**config.mk**
```make
export PLATFORM = sky130hd
export DESIGN_NAME = button_event_arbiter
export DESIGN_NICKNAME = d
export VERILOG_FILES = /design/src/rtl/button_event_arbiter.sv
export SDC_FILE = /design/constraint.sdc
export NUM_CORES = 1
export LEC_CHECK = 0
export BUFFER_PORTS_ARGS = -buffer_cell sky130_fd_sc_hd__buf_2
export CORE_MARGIN = 5
export CORE_UTILIZATION = 45
export CTS_BUF_LIST = sky130_fd_sc_hd__clkbuf_4
export CTS_CLUSTER_DIAMETER = 60
export DETAILED_ROUTE_END_ITERATION = 10
export PLACE_DENSITY = 0.76
export SYNTH_ARGS = -nofsm -noshare
export SYNTH_HDL_FRONTEND = slang
export SYNTH_SLANG_ARGS = --single-unit
```
**constraint.sdc**
```tcl
create_clock -name clk -period 9.1 [get_ports clk]
set_input_delay 0.91 -clock clk [delete_from_list [all_inputs] [get_ports clk]]
set_output_delay 0.91 -clock clk [all_outputs]
set_load 0.005 [all_outputs]
```
**src/rtl/button_event_arbiter.sv**
```systemverilog
// Turns debounced button levels into one-shot press events, offered one at a time
// by a round-robin arbiter over valid/ready. Presses of an already-pending button are counted as drops.
module button_event_arbiter #(
    parameter int N_BUTTONS = 4,
    localparam int ID_W = $clog2(N_BUTTONS)
) (
    input  logic                 clk,
    input  logic                 reset,
    input  logic [N_BUTTONS-1:0] buttons_pressed,
    input  logic                 event_ready,
    output logic                 event_valid,
    output logic [ID_W-1:0]      event_id,
    output logic [N_BUTTONS-1:0] pending,
    output logic [7:0]           drop_count
);

    typedef enum logic {
        S_IDLE,
        S_OFFER
    } state_t;

    state_t                 state_q, state_d;
    logic [N_BUTTONS-1:0]   prev_q, prev_d;
    logic [N_BUTTONS-1:0]   pending_q, pending_d;
    logic [ID_W-1:0]        ptr_q, ptr_d;
    logic                   event_valid_q, event_valid_d;
    logic [ID_W-1:0]        event_id_q, event_id_d;
    logic [7:0]             drop_count_q, drop_count_d;

    logic [N_BUTTONS-1:0]   rise;
    logic [N_BUTTONS-1:0]   clear;
    logic [N_BUTTONS-1:0]   drop_vec;
    logic                   handshake;
    logic [5:0]             drop_num;
    logic [9:0]             drop_sum;
    logic                   rr_found;
    logic [ID_W-1:0]        rr_id;
    logic [6:0]             rr_best;
    logic [6:0]             rr_dist;
    logic [6:0]             ptr_ext;
    logic [ID_W-1:0]        ptr_next;

    always_comb begin
        prev_d    = buttons_pressed;
        rise      = buttons_pressed & ~prev_q;
        handshake = (state_q == S_OFFER) && event_ready;
        clear     = handshake ? ({{(N_BUTTONS-1){1'b0}}, 1'b1} << event_id_q) : '0;
        // A rise on the clear cycle re-arms the bit, so the new press survives.
        pending_d = rise | (pending_q & ~clear);
        drop_vec  = rise & pending_q & ~clear;
    end

    always_comb begin
        drop_num = '0;
        for (int i = 0; i < N_BUTTONS; i++) begin
            drop_num = drop_num + 6'(drop_vec[i]);
        end
        drop_sum     = 10'(drop_count_q) + 10'(drop_num);
        drop_count_d = (drop_sum > 10'd255) ? 8'hFF : drop_sum[7:0];
    end

    // Round-robin pick: the set bit with the smallest circular distance from ptr.
    always_comb begin
        rr_found = 1'b0;
        rr_id    = '0;
        rr_best  = '0;
        rr_dist  = '0;
        ptr_ext  = 7'(ptr_q);
        for (int i = 0; i < N_BUTTONS; i++) begin
            if (7'(i) >= ptr_ext) begin
                rr_dist = 7'(i) - ptr_ext;
            end else begin
                rr_dist = 7'(i) + 7'(N_BUTTONS) - ptr_ext;
            end
            if (pending_q[i] && (!rr_found || rr_dist < rr_best)) begin
                rr_found = 1'b1;
                rr_best  = rr_dist;
                rr_id    = ID_W'(i);
            end
        end
    end

    always_comb begin
        ptr_next      = (event_id_q == ID_W'(N_BUTTONS - 1)) ? '0 : event_id_q + ID_W'(1);
        state_d       = state_q;
        event_valid_d = event_valid_q;
        event_id_d    = event_id_q;
        ptr_d         = ptr_q;
        case (state_q)
            S_IDLE: begin
                if (rr_found) begin
                    state_d       = S_OFFER;
                    event_valid_d = 1'b1;
                    event_id_d    = rr_id;
                end
            end
            S_OFFER: begin
                if (handshake) begin
                    state_d       = S_IDLE;
                    event_valid_d = 1'b0;
                    ptr_d         = ptr_next;
                end
            end
            default: begin
                state_d       = S_IDLE;
                event_valid_d = 1'b0;
            end
        endcase
    end

    // Reset samples the live buttons so one held through reset raises no event.
    always_ff @(posedge clk) begin
        if (reset) begin
            state_q       <= S_IDLE;
            prev_q        <= buttons_pressed;
            pending_q     <= '0;
            ptr_q         <= '0;
            event_valid_q <= 1'b0;
            event_id_q    <= '0;
            drop_count_q  <= '0;
        end else begin
            state_q       <= state_d;
            prev_q        <= prev_d;
            pending_q     <= pending_d;
            ptr_q         <= ptr_d;
            event_valid_q <= event_valid_d;
            event_id_q    <= event_id_d;
            drop_count_q  <= drop_count_d;
        end
    end

    assign event_valid = event_valid_q;
    assign event_id    = event_id_q;
    assign pending     = pending_q;
    assign drop_count  = drop_count_q;

endmodule

```
After elaboration in Yosys (flattened, before gate mapping)
Index checks and enable logic that the tools add are counted.

storage, ports and cells
  register bits after elaboration = 22
  output and inout bits = 15
  input port bits = 7
  logic and storage cells = 73

cells by class
  bitwise gates (word level) = 8
  $add $sub $neg = 12
  shift operators = 1
  equality and inequality tests = 3
  order comparisons = 7
  reduce and logical (&&, ||, !) cells = 13
  muxes and demuxes = 22

operator list
  cell                   number
  $mux W7                6
  $lt A7 B7 Y1           3
  $and A4 B4 Y4          4
  $sub A3 B2 Y4 const A  3
  $add A8 B4 Y9          1
  $gt A9 B8 Y1 const B   1
  $mux W1                9
  $mux W8                1
  $not A4 Y4             2
  $mux W2                3
  $reduce_and A2 Y1      3
  $sub A1 B2 Y3 const A  2
  $sub A2 B2 Y3 const A  2
  $add A3 B1 Y4          1
  $ge A1 B2 Y1 const A   2
  $logic_and A1 B1 Y1    4
  $mux W4                1
  $or A4 B4 Y4           1
  $pmux W1 S2            2
  $shl A1 B2 Y4 const A  1
  $add A2 B1 Y3          1
  $logic_not A1 Y1       3
  $logic_or A1 B1 Y1     3
  $add A1 B1 Y2          1
  other kinds (6)        6

Depth between registers and ports, before layout
  word-level depth = 17
  depth in mapped cells = 18
  depth with buffers taken out = 18

Worst setup path before layout
OpenSTA, ideal clock, no wires.

  kind = reg-to-reg
  from = register ptr_q[0]
  to = register event_id_q[0] (netlist: event_id[0])
  path buffers = 0
  arrival time = 3.525 ns
  period minus slack after synthesis = 3.643 ns
  stages on the path, launching flop included = 19
  data required time = 8.983 ns
  slack = 5.457 ns
  setup time = 0.117 ns
  cell sequence = dfxtp_1 inv_1 ha_1 o21ai_1 nand2_1 a21boi_1 mux2i_1 ha_1 o21ai_0 o21ai_1 nand2b_1 nand2_1 mux2_1 ha_1 a21boi_1 a311o_1 o311ai_1 a221o_1 a32o_1

on the way
  cells in the longest elaborated chain, start to end = 16
  elaborated cells between the ends (all ways) = 34
  those cells by class = add/sub: 7; order compare: 6; mux: 12; reduce/logical: 9

ends and longest elaborated chain
  item                                                     RTL line  source
  from (decl)                                              25        logic [ID_W-1:0] ptr_q, ptr_d;
  from (signal assigned)                                   125       ptr_q <= ptr_d;
  $sub A3 B2 Y4, or another cell as far along              73        rr_dist = 7'(i) + 7'(N_BUTTONS) - ptr_ext;
  $mux W7                                                  70        if (7'(i) >= ptr_ext) begin
  $mux W7                                                  75        if (pending_q[i] && (!rr_found || rr_dist < rr_best)) begin
  $lt A7 B7 Y1                                             75
  $logic_or A1 B1 Y1                                       75
  $logic_and A1 B1 Y1                                      75
  $mux W7 / $mux W1 (equally long branches)                75
  $lt A7 B7 Y1 / $logic_not A1 Y1 (equally long branches)  75
  $logic_or A1 B1 Y1                                       75
  $logic_and A1 B1 Y1                                      75
  $mux W7 / $mux W1 (equally long branches)                75
  $lt A7 B7 Y1 / $logic_not A1 Y1 (equally long branches)  75
  $logic_or A1 B1 Y1                                       75
  $logic_and A1 B1 Y1                                      75
  $mux W1                                                  75
  $reduce_and A2 Y1 (no line)                              -
  to (signal assigned)                                     127       event_id_q <= event_id_d;
  to (decl)                                                27        logic [ID_W-1:0] event_id_q, event_id_d;

Several ways; a longest one is shown, not always the timed one.
A chain may end at the register's enable or synchronous reset.

Worst setup path after layout
Same ends and word-level chain as after synthesis.

==> metrics list <==
* Outcome: finished, final reports clean
- Pin placement for this block handled 22 I/O pins.
- Synthesis produced a netlist whose cell count is between 100 and 150.
- Final WS setup: between 5000 and 6000 ps
- At the later pin of the worst-skew pair, clock insertion delay measures slightly above 300 ps.
- Type of the worst setup path: reg -> reg
- STA classifies the critical path endpoint as a flip-flop.
- The number of gates resized after CTS was 0.
* Die height: about 63 um
- For this run, asynchronously set or reset flops after synthesis account for 0%.
- CTS tree: yes
- Entering global routing, the biggest net connects 20 pins.
- Derived from the worst setup path, the maximum achievable clock frequency is around 250 MHz.
- In the routed design, unresolved DRC markers number 0.
- The number of antenna violations at the first check in global routing was 0.
* Total half-perimeter wirelength after legalization and detailed placement: 2.017 mm
* Initial core utilization: 46.77%
- Synthesis instantiated 40 different standard cells from the library.
- The synthesized netlist occupies a cell area of roughly 0.0013 sq mm.
- Slew at the pin closest to its max-slew limit: between 400 and 500 ps
- The first global-routing pass estimated ~4.5 mm of wire.
- WL met2: between 1 and 1.5 mm
- Setup violations remaining at the end of the flow were counted as 0.
- Prior to clock tree synthesis, the placed netlist has a worst setup slack of ~5100 ps.
- The count of nets left with antenna violations once routing finished came out at 0.
* Final number of max-transition violations: 0
- Buffers from clock root to sink, at most: 2
* Sort of element at the start of the critical path: flip-flop
- In the final routed layout, each cell accounts on average for about 13 um.
* Wirelength, routed: 2.570 mm
* Buffers on Ports: 21
- Number of DRC markers in iteration 0: 60
* Metal1 wirelength: around 1.2 mm
- Total Die Area: approximately 0.004 sq mm
- The clock drives 22 sinks.
* Worst supply voltage drop on vdd: about 100 uV
* Final-stage net count: 191
* Post-synthesis area per instance: approximately 8.6 sq um
- Final worst-path cycle share: between 40 and 50%
* Clock transition time at the flip-flop clock pins of the worst setup and hold paths: around 130 ps
- At the end of the flow the core is filled with cells to approximately 53%.
- Most frequently used flop master after synthesis: dfxtp_1
- Via count of the first global-routing pass: approximately 1100
- Maximum fanout along the worst path: 7
* Total number of yosys warnings: 0
* Setup repair after global routing missed its margin: no
- 0 antenna diodes ended up in the layout.
* Total power density per cell area: 158.2 mW/mm^2
* Placeable core area: 0.002734 sq mm
- Via count: about 1100
- Max-slew headroom at the worst pin: just under 70%
* Class of the most critical hold timing path: reg -> reg
* Number of hold-repair buffers added at the cts stage: 0
* Initial DRT Pass Iterations: 4
- Max-cap violations in this run came to 0.
* Post-CTS setup repair buffer count: 0
- The synthesized design contains 22 register bits.
- In the final layout, the share of cells above drive strength 1 is ~17%.
* Final Critical Period: roughly 4000 ps
* Total leakage power: 0.0006328 uW
- Number of cell rows: 19
- The die is roughly 63 um wide.
- After detailed routing, the met3 layer carries 60 um of wire.
- Total routing usage reported by global routing: 13.25%
* Critical path arrival: 4230 ps
- CTS HTree Levels: 1
- Root Buffer: clkbuf_4
* Overall power: 228.6 uW
* Total grt overflow: 0
- The hold violation count in the final report is 0.
- Nets in the synthesized netlist: 170
* Number of vias per cell after detailed routing: about 5.3
* Post-synth EDFFs: 0
- Setup TNS Final: 0 ps
- Critical path required time: a little over 9000 ps
- Area Overhead vs Synth: 13.01%
* Uppermost signal routing layer after detailed routing: met4
- Gp weighted congestion: around 0.93
* Sequential element share of the synthesized area: between 30 and 40%
* Number of buffers inserted during clock tree synthesis: 3
* Largest clock skew in the final design: 5.039 ps
[final cells by class]
type	count	area, sq um
Tap cell	31	38.79
Sequential cell	22	440.4
Fill cell	252	1289
Timing Repair Buffer	21	105.1
Multi-Input combinational cell	109	763.2
Clock buffer	3	22.52
Inverter	12	45.04
Clock inverter	1	30.03
[flip-flops by register name, summed over array words and instances, names as in the netlist]
register,cells
ptr_q,2
drop_count,8
event_valid,1
pending,4
state_q,1
event_id,2
prev_q,4
[metrics by stage]
step	instances	cell area (sq um)	hold slack [ps]
floorplan	148	1279	478.4
global placement	195	1393	486.5
detailed placement	195	1393	489.6
CTS	199	1445	511.3
global route	199	1445	533.5
finish	199	1445	508.9
[placed cells by master (no fill, tap or decap), drive strengths merged]
master and count:
nor3 7, a21o 1, nor3b 1, a31oi 2
nor2 13, nand4 1, a21oi 11, nand2 15
or2 2, mux2i 1, a221o 1, bufinv 1
a32o 1, a21boi 3, clkbuf 3, nand3 4
o21bai 1, ha 12, fa 3, inv 12
buf 21, a211oi 2, and2 1, dfxtp 22
nand2b 5, nor4b 2, nor2b 3, nand4b 2
a311o 1, o311ai 1, xnor2 2, o21ai 6
nor4 1, o22ai 1, and3 2, mux2 1
[routing by layer]
layer / vias up / GRT usage [%]
met2: 13 / 24.10
met3: 2 / 1.599
met4: 0 / 4.935
met5: - / 0
met1: 492 / 15.72
li1: 557 / -
[cell families (layout without fill, tap and decap cells)]
| group | count (synthesis) | after routing | synth area share (%) |
|---|---|---|---|
| buffers and inverters | 17 | 37 | 5.871 |
| flip-flops | 22 | 22 | 34.44 |
| adder cells (fa/ha/maj) | 15 | 15 | 16.44 |
| AO/OA/AOI/OAI | 31 | 31 | 15.66 |
| multiplexers | 2 | 2 | 1.663 |
| AND/OR/NAND/NOR | 59 | 59 | 24.56 |
| XOR/XNOR | 2 | 2 | 1.370 |
[power by group]
| part | switching, uW | leakage (uW) | internal [uW] |
|---|---|---|---|
| registers | 9.26 | 0.000181 | 103 |
| clock network | 30.6 | 0.0000279 | 44.5 |
| logic | 22.0 | 0.000424 | 19.5 |
| total | 61.8 | 0.000633 | 167 |
[worst max-delay path, stage by stage, from the launching register on]
cell and delay [ps]:
dfxtp_1 470, inv_1 90, ha_1 350, o21ai_1 180, nand2_1 70, a21boi_1 230, mux2i_1 130, ha_1 220
nor4b_1 280, o21ai_1 150, nand2b_1 110, nand2_1 110, mux2_1 360, ha_1 290, a21boi_1 150, a311o_1 130
o311ai_1 110, a221o_1 290, a32o_1 210
[cells in the mapped netlist (2+ instances only)]
| library cell | number | area (sq um) |
|---|---|---|
| dfxtp_1 | 22 | 440.4 |
| nand2_1 | 15 | 56.30 |
| ha_1 | 12 | 150.1 |
| inv_1 | 12 | 45.04 |
| nor2_1 | 12 | 45.04 |
| a21oi_1 | 11 | 55.05 |
| nor3_1 | 7 | 35.03 |
| nand2b_1 | 5 | 31.28 |
| nand3_1 | 4 | 20.02 |
| a21boi_1 | 3 | 22.52 |
| fa_1 | 3 | 60.06 |
| nor2b_1 | 3 | 18.77 |
| o21ai_0 | 3 | 15.01 |
| o21ai_1 | 3 | 15.01 |
| a31oi_1 | 2 | 12.51 |
| and3_1 | 2 | 12.51 |
| clkbuf_1 | 2 | 7.510 |
| nand4b_1 | 2 | 17.52 |
| nor4b_1 | 2 | 17.52 |
| or2_1 | 2 | 12.51 |
| xnor2_1 | 2 | 17.52 |
[final timing paths]
kind                from     endpoint  slack (ps)  cells after the start
max             ptr_q[0]  event_id[0]        5080                     18
min          event_valid  event_valid         510                      2
max reg2reg     ptr_q[0]  event_id[0]        5080                     18
min reg2reg  event_valid  event_valid         510                      2
Power figures use the tool's default switching activity.
